**config.mk**
```make
export PLATFORM = sky130hd
export DESIGN_NAME = omsp_spm_key_sequencer
export DESIGN_NICKNAME = d
export VERILOG_FILES = /design/src/rtl/omsp_spm_key_sequencer.sv
export SDC_FILE = /design/constraint.sdc
export NUM_CORES = 1
export LEC_CHECK = 0
export BUFFER_PORTS_ARGS = -buffer_cell sky130_fd_sc_hd__buf_2
export CAP_MARGIN = 30
export CORE_MARGIN = 2
export CORE_UTILIZATION = 50
export CTS_CLUSTER_SIZE = 20
export DETAILED_ROUTE_END_ITERATION = 7
export GPL_TIMING_DRIVEN = 1
export PLACE_DENSITY = 0.76
export SLEW_MARGIN = 20
export SYNTH_ARGS = -nofsm -noshare
export SYNTH_HDL_FRONTEND = slang
export SYNTH_SLANG_ARGS = --single-unit
```
**constraint.sdc**
```tcl
create_clock -name mclk -period 1.85 [get_ports mclk]
set_input_delay 0.0925 -clock mclk [delete_from_list [all_inputs] [get_ports mclk]]
set_output_delay 0.0925 -clock mclk [all_outputs]
set_load 0.01 [all_outputs]
```
**src/rtl/omsp_spm_key_sequencer.sv**
```systemverilog
// rtl/omsp_spm_key_sequencer.sv - loads the 128-bit module key into a new SPM, one 16-bit word at a time
// Optional OMSP_SPM_KEY_ZEROIZE_EN: overwrite a partially loaded key with zeros before reporting failure.
module omsp_spm_key_sequencer #(
  parameter int KEY_WORDS = 8,
  parameter int TIMEOUT   = 255
) (
  input  logic        mclk,
  input  logic        puc_rst_n,
  input  logic        start,
  input  logic        abort,
  output logic        kdf_start,
  input  logic        kdf_word_valid,
  input  logic [15:0] kdf_word,
  output logic        kdf_word_ready,
  output logic        write_key,
  output logic [15:0] key_in,
  output logic        busy,
  output logic        done,
  output logic        error
);

  localparam int WCW = $clog2(KEY_WORDS + 1);
  localparam logic [WCW-1:0] LAST_CNT  = WCW'(KEY_WORDS);
  localparam logic [15:0]    WAIT_LAST = 16'(TIMEOUT - 1);
`ifdef OMSP_SPM_KEY_ZEROIZE_EN
  localparam int ZCW = $clog2(2 * KEY_WORDS + 1);
`endif

  typedef enum logic [2:0] {
    S_IDLE,
    S_REQ,
    S_WAIT,
    S_WRITE,
    S_DONE,
`ifdef OMSP_SPM_KEY_ZEROIZE_EN
    S_ZERO,
`endif
    S_ERR
  } state_t;

  state_t           state_q, state_d;
  logic [WCW-1:0]   word_cnt_q, word_cnt_d;
  logic [WCW-1:0]   word_cnt_inc;
  logic [15:0]      wait_cnt_q, wait_cnt_d;
  logic [15:0]      key_q, key_d;
  logic             error_q, error_d;
  logic             fail;
  logic [WCW-1:0]   fail_n;
`ifdef OMSP_SPM_KEY_ZEROIZE_EN
  logic [ZCW-1:0]   zero_cnt_q, zero_cnt_d;
`endif

  assign word_cnt_inc = word_cnt_q + WCW'(1);
  assign error        = error_q;

  always_ff @(posedge mclk or negedge puc_rst_n) begin
    if (!puc_rst_n) begin
      state_q    <= S_IDLE;
      word_cnt_q <= '0;
      wait_cnt_q <= '0;
      key_q      <= '0;
      error_q    <= 1'b0;
`ifdef OMSP_SPM_KEY_ZEROIZE_EN
      zero_cnt_q <= '0;
`endif
    end else begin
      state_q    <= state_d;
      word_cnt_q <= word_cnt_d;
      wait_cnt_q <= wait_cnt_d;
      key_q      <= key_d;
      error_q    <= error_d;
`ifdef OMSP_SPM_KEY_ZEROIZE_EN
      zero_cnt_q <= zero_cnt_d;
`endif
    end
  end

  always_comb begin
    state_d        = state_q;
    word_cnt_d     = word_cnt_q;
    wait_cnt_d     = wait_cnt_q;
    key_d          = key_q;
    error_d        = error_q;
    fail           = 1'b0;
    fail_n         = '0;
    kdf_start      = 1'b0;
    kdf_word_ready = 1'b0;
    write_key      = 1'b0;
    key_in         = '0;
    busy           = 1'b1;
    done           = 1'b0;
`ifdef OMSP_SPM_KEY_ZEROIZE_EN
    zero_cnt_d     = zero_cnt_q;
`endif

    case (state_q)
      S_IDLE: begin
        busy = 1'b0;
        if (start && !abort) begin
          state_d = S_REQ;
          error_d = 1'b0;
        end
      end
      S_REQ: begin
        kdf_start  = 1'b1;
        wait_cnt_d = '0;
        if (abort) fail = 1'b1;
        else       state_d = S_WAIT;
      end
      S_WAIT: begin
        // A word handed over together with abort is consumed but never written.
        kdf_word_ready = 1'b1;
        if (abort) begin
          fail   = 1'b1;
          fail_n = word_cnt_q;
        end else if (kdf_word_valid) begin
          key_d   = kdf_word;
          state_d = S_WRITE;
        end else if (wait_cnt_q == WAIT_LAST) begin
          fail   = 1'b1;
          fail_n = word_cnt_q;
        end else begin
          wait_cnt_d = wait_cnt_q + 16'd1;
        end
      end
      S_WRITE: begin
        write_key  = 1'b1;
        key_in     = key_q;
        word_cnt_d = word_cnt_inc;
        if (abort) begin
          fail   = 1'b1;
          fail_n = word_cnt_inc;
        end else if (word_cnt_inc == LAST_CNT) begin
          state_d = S_DONE;
        end else begin
          state_d    = S_WAIT;
          wait_cnt_d = '0;
        end
      end
      S_DONE: begin
        done       = 1'b1;
        word_cnt_d = '0;
        state_d    = S_IDLE;
      end
`ifdef OMSP_SPM_KEY_ZEROIZE_EN
      S_ZERO: begin
        write_key = 1'b1;
        if (zero_cnt_q == ZCW'(1)) begin
          state_d = S_ERR;
          error_d = 1'b1;
        end else begin
          zero_cnt_d = zero_cnt_q - ZCW'(1);
        end
      end
`endif
      S_ERR: begin
        word_cnt_d = '0;
        state_d    = S_IDLE;
      end
      default: state_d = S_IDLE;
    endcase

    if (fail) begin
      word_cnt_d = fail_n;
`ifdef OMSP_SPM_KEY_ZEROIZE_EN
      // Enough zero writes to wrap the SPM word pointer and then cover every word.
      if (fail_n != '0) begin
        state_d    = S_ZERO;
        zero_cnt_d = ZCW'(2 * KEY_WORDS) - ZCW'(fail_n);
      end else begin
        state_d = S_ERR;
        error_d = 1'b1;
      end
`else
      state_d = S_ERR;
      error_d = 1'b1;
`endif
    end
  end

endmodule

```
# Word level (Yosys, flattened, before mapping)
# Index checks and enable logic that the tools add are counted.
# W data, S select, Z words.
[word_totals]
reg_bits = 40
output_inout_bits = 22
word_cells = 76
[op_classes]
reduce_logical = 14
add_sub_neg = 2
bitwise_logic = 1
eq_ne = 19
muxes = 35
[ops]
columns = ["cell", "count"]
rows = [
  ["$mux W16", 6],
  ["$pmux W16 S3", 1],
  ["$mux W3", 7],
  ["$mux W4", 5],
  ["$ne A3 B3 Y1 const B", 6],
  ["$add A16 B1 Y16 const B", 1],
  ["$eq A16 B8 Y1 const B", 1],
  ["$pmux W4 S2", 2],
  ["$mux W1", 12],
  ["$pmux W3 S4", 1],
  ["$ne A2 B2 Y1 const B", 5],
  ["$eq A3 B2 Y1 const B", 2],
  ["$eq A3 B3 Y1 const B", 2],
  ["$reduce_and A3 Y1", 2],
  ["$reduce_and A6 Y1", 1],
  ["$reduce_bool A3 Y1", 2],
  ["$reduce_and A5 Y1", 1],
  ["$add A4 B1 Y4 const B", 1],
  ["$eq A4 B4 Y1 const B", 1],
  ["$ne A4 B4 Y1 const B", 1],
  ["$reduce_bool A2 Y1", 2],
  ["$reduce_or A2 Y1", 2],
  ["$eq A3 B1 Y1 const B", 1],
  ["$logic_not A3 Y1", 1],
  ["5 further kinds", 5],
]

# Logic depth before layout (Yosys ltp)
[depth]
depth_word = 7
depth_mapped = 9
mapped_depth_nobuf = 8

# Worst setup path before layout
# OpenSTA, ideal clock, no wires.
[synth_path]
path_type = "reg2reg"
from = "register wait_cnt_q[0]"
to = "register wait_cnt_q[15]"
path_slack_ps = 47
t_arrival_ps = 1675
path_stages_with_launch = 10
t_required_ps = 1722
setup_ps = 128
path_buffers = 1
cell_sequence = "dfrtp_1 > inv_1 > ha_1 > and4b_2 > and4_1 > buf_6 > nor3_4 > a31oi_1 > o21ai_0 > o31ai_1"
[synth_via]
elab_chain_len = 5
[synth_lines]
columns = ["element", "line_no", "text"]
rows = [
  ["start, declared", "44", "logic [15:0] wait_cnt_q, wait_cnt_d;"],
  ["start signal, assigned", "69", "wait_cnt_q <= wait_cnt_d;"],
  ["$add A16 B1 Y16", "123", "wait_cnt_d = wait_cnt_q + 16'd1;"],
  ["$mux W16", "119", "end else if (wait_cnt_q == WAIT_LAST) begin"],
  ["$mux W16", "116", "end else if (kdf_word_valid) begin"],
  ["$mux W16", "113", "if (abort) begin"],
  ["$pmux W16 S3", "96", "case (state_q)"],
]
# Parallel ways exist; a longest one is shown, timed or not. The select of a mux whose other input is x is not followed.
# A chain may end at the register's enable or synchronous reset.

# Final worst setup path
[layout_path]
from = "register wait_cnt_q[0]"
to = "register wait_cnt_q[14]"
# Same word-level chain as after synthesis.

==> results by group <==
Finish
  – Share of cells above drive strength 1: 38.0%
  – Storage element area: approximately 0.001 mm^2
  – Layout area overhead: 29.0%
  – Layout Cells excl Fill: 349
  – Finished Cell Area: 0.00287 mm^2
  – N_diodes: 0
  – Fin nets: 321
  – Core Util, Final: 66.3%
  – Combined area of the multi-input logic cells: 0.00122 mm^2
  – Layout fillers: 357

Critical path
  – FF-to-FF setup slack: between 0.04 and 0.05 ns
  – Slowest CP cell: or4b_1
  – Setup CP Type: flop to flop
  – Worst r2r src: wait_cnt_q[0]
  – CP Depth: 7
  – WP data required: about 2.1 ns
  – Path depth of the worst reg2reg path: 7
  – Reg2reg end: wait_cnt_q[14]
  – Worst path buffer plus inverter count: 1
  – CP peak stage delay: 0.51 ns
  – Critical Path AT: 2.04 ns
  – CP Max Fanout: 6
  – Critical Path End Type: flop
  – Critical path, cell by cell: inv_1 > ha_1 > and4b_2 > nand4_1 > a21oi_2 > or4b_1 > o21ai_1
  – Crit start category: flop
  – Family with the most delay on the worst path: simple AND/OR/NAND/NOR gates

Timing
  – Slew margin rel.: approximately two thirds
  – RSZ-0062 raised after global routing: true
  – Final Cycle Share: 97.8%
  – Max Clock Freq: 553 MHz
  – Clk_skew: around 0.013 ns
  – Min Tclk post-route: 1.81 ns
  – Setup TNS Final: 0 ns
  – Final hold vios: 0
  – Slew Viols, Final: 0
  – Hold Slack: 0.0127 ns
  – Slew @ Worst Pin: around 0.52 ns
  – Final setup vio count: 0
  – Final worst slack: 0.0401 ns

Synthesis
  – Mapped Cells: 231
  – Largest cells by area after synthesis: dfrtp_1 (45%), mux2_2 (8.1%), o21ai_0 (5.2%), and3_1 (5.1%), nand2_1 (4.2%)
  – Most frequent cell after synthesis: dfrtp_1
  – Syn_nets: 256
  – Main synth FF type: dfrtp_1
  – Yosys warning total: 0
  – Unique masters post-synth: 42
  – Async SR Flop Fraction: 100%
  – Seq/Total Area, Yosys: 45.0%
  – Synth area leader: dfrtp_1
  – Area fraction of the dominant cell type after synthesis: a little under half
  – Synthesized area: 0.00222 mm^2
  – Syn_area_per_cell: 9.63 um^2
  – Post-synth top cells: dfrtp_1 (40), nand2_1 (25), o21ai_0 (23)
  – #FFs+latches synth: 40
  – Post-synth EDFFs: 0

Placed design
  – Cells after DPL: between 300 and 400
  – DP HPWL: 3890 um
  – Final GP Congestion: 0.941
  – Port Buffers: 42
  – Dpl ws: -0.187 ns
  – Placed inst area: 0.00265 mm^2

Floorplan
  – Core Rows: 24
  – IO Pins: between 40 and 50
  – Die H: 70.7 um
  – Die Area: 0.00500 mm^2
  – Core Box Area: 0.00432 mm^2
  – Die span in x: 70.7 um
  – Initial Utilization: 51.4%

GRT
  – Grt ovf: 0
  – Global-route wire length before repair: about 9400 um
  – Vias in the first global route: 2078
  – Largest net degree at the start of global routing: 30
  – GRT Total Usage: a little under a quarter
  – Initial antenna violation count: 0

Flow run
  – Max Cap Viol: 0

Clock tree
  – Total CTS buffers: 5
  – H-Tree Level Count: 2
  – Latest clock arrival within the worst-skew pair: 0.30 ns
  – Root buffer cell: clkbuf_8
  – Clock transition at the registers of the reported paths: approximately 0.08 ns
  – CTS Buffer Depth: 2
  – Clk sinks: 40
  – TritonCTS clock tree: built

Drt
  – 1st-iter DRT viols: 92
  – Wire per inst: 16.1 um
  – Post-route ant nets: 0
  – Remaining DRCs: 0
  – DRT Wirelength: 5620 um
  – Via count: between 2000 and 2500
  – Pre-antenna DRT Iters: 4
  – Post-DR vias/cell: 5.86

Power and ir drop
  – Lkg Pwr: 1.41 nW
  – VDD IR max: 0.000706 V
  – Post-layout power: 3.47 mW
  – Pwr/cell area: 1210 mW/mm^2

Run status
  – Status: completed

Min path
  – Hold depth: 2
  – HP Start: kdf_word[13]
  – Worst Hold End: key_q[13]
  – Hold Path Class: input pin to flop
[cell usage in the layout, fill, tap and decap left out, drive strengths merged, types with 4 or more instances in the layout]
master  count
nor3        6
clkbuf      7
mux2       16
buf        69
o31ai       7
a21oi      11
a22o        4
dfrtp      40
nor2       13
nand2b      4
nand2      25
ha          4
and3       21
o21ai      27
nor2b       4
[worst max path at each step]
stage | endpoint | slack, ns | startpoint
6_report | wait_cnt_q[14] | 0.04 | wait_cnt_q[0]
4_1_cts | wait_cnt_q[8] | 0.01 | word_cnt_q[0]
2_1_floorplan | wait_cnt_q[15] | 0.05 | wait_cnt_q[0]
5_1_grt | wait_cnt_q[9] | -0.05 | word_cnt_q[0]
3_3_place_gp | wait_cnt_q[12] | -0.04 | wait_cnt_q[14]
3_5_place_dp | wait_cnt_q[8] | -0.19 | wait_cnt_q[0]
[report_power, final]
group	internal [mW]	total [mW]	switching, mW
combinational	0.616	1.45	0.836
sequential	1.11	1.23	0.125
clock	0.476	0.788	0.312
total	2.20	3.47	1.27
[per-layer routing]
layer	part of all wire, %	GRT usage, %
met5	0	0
met4	1.5	8.60
met3	5.6	5.56
met2	48	39.7
met1	45	30.3
[worst reg2reg max path: stages (launching register included)]
cell and delay, ns:
dfrtp_1 0.34, inv_1 0.04, ha_1 0.19, and4b_2 0.25, nand4_1 0.14, a21oi_2 0.14
or4b_1 0.51, o21ai_1 0.12
[layout make-up]
cell class / count / share of cell area (%)
inverters: 3 / 0.393
repair buffers: 70 / 15.4
flip-flops and latches: 40 / 34.9
multi-input cells: 176 / 42.6
clock inverters: 1 / 1.05
well taps: 52 / 2.27
clock buffers: 7 / 3.36
[cells by family (layout without fill, tap and decap cells)]
| logic type | after synthesis | count (layout) | share of synthesized area [%] |
|---|---|---|---|
| muxes | 16 | 16 | 8.10 |
| buffers and inverters | 15 | 81 | 3.10 |
| DFF | 40 | 40 | 45.0 |
| adders and majority gates | 4 | 4 | 2.25 |
| and+or+nand+nor | 91 | 91 | 23.2 |
| AOI/OAI and AO/OA | 65 | 65 | 18.3 |
[sequential cells by signal, summed over array words and instances, names as in the netlist]
register    flops
key_q          16
state_q         3
error           1
word_cnt_q      4
wait_cnt_q     16
[repair_timing]
item,4_1_cts,5_1_grt
resized for setup,6,16
setup buffers,0,0
gates cloned,0,1
endpoints found under the setup margin,10,33
hold buffers,1,0
endpoints found under the hold margin,20,0
pin swaps,2,0
No activity file was read; power rests on OpenSTA's default activity.
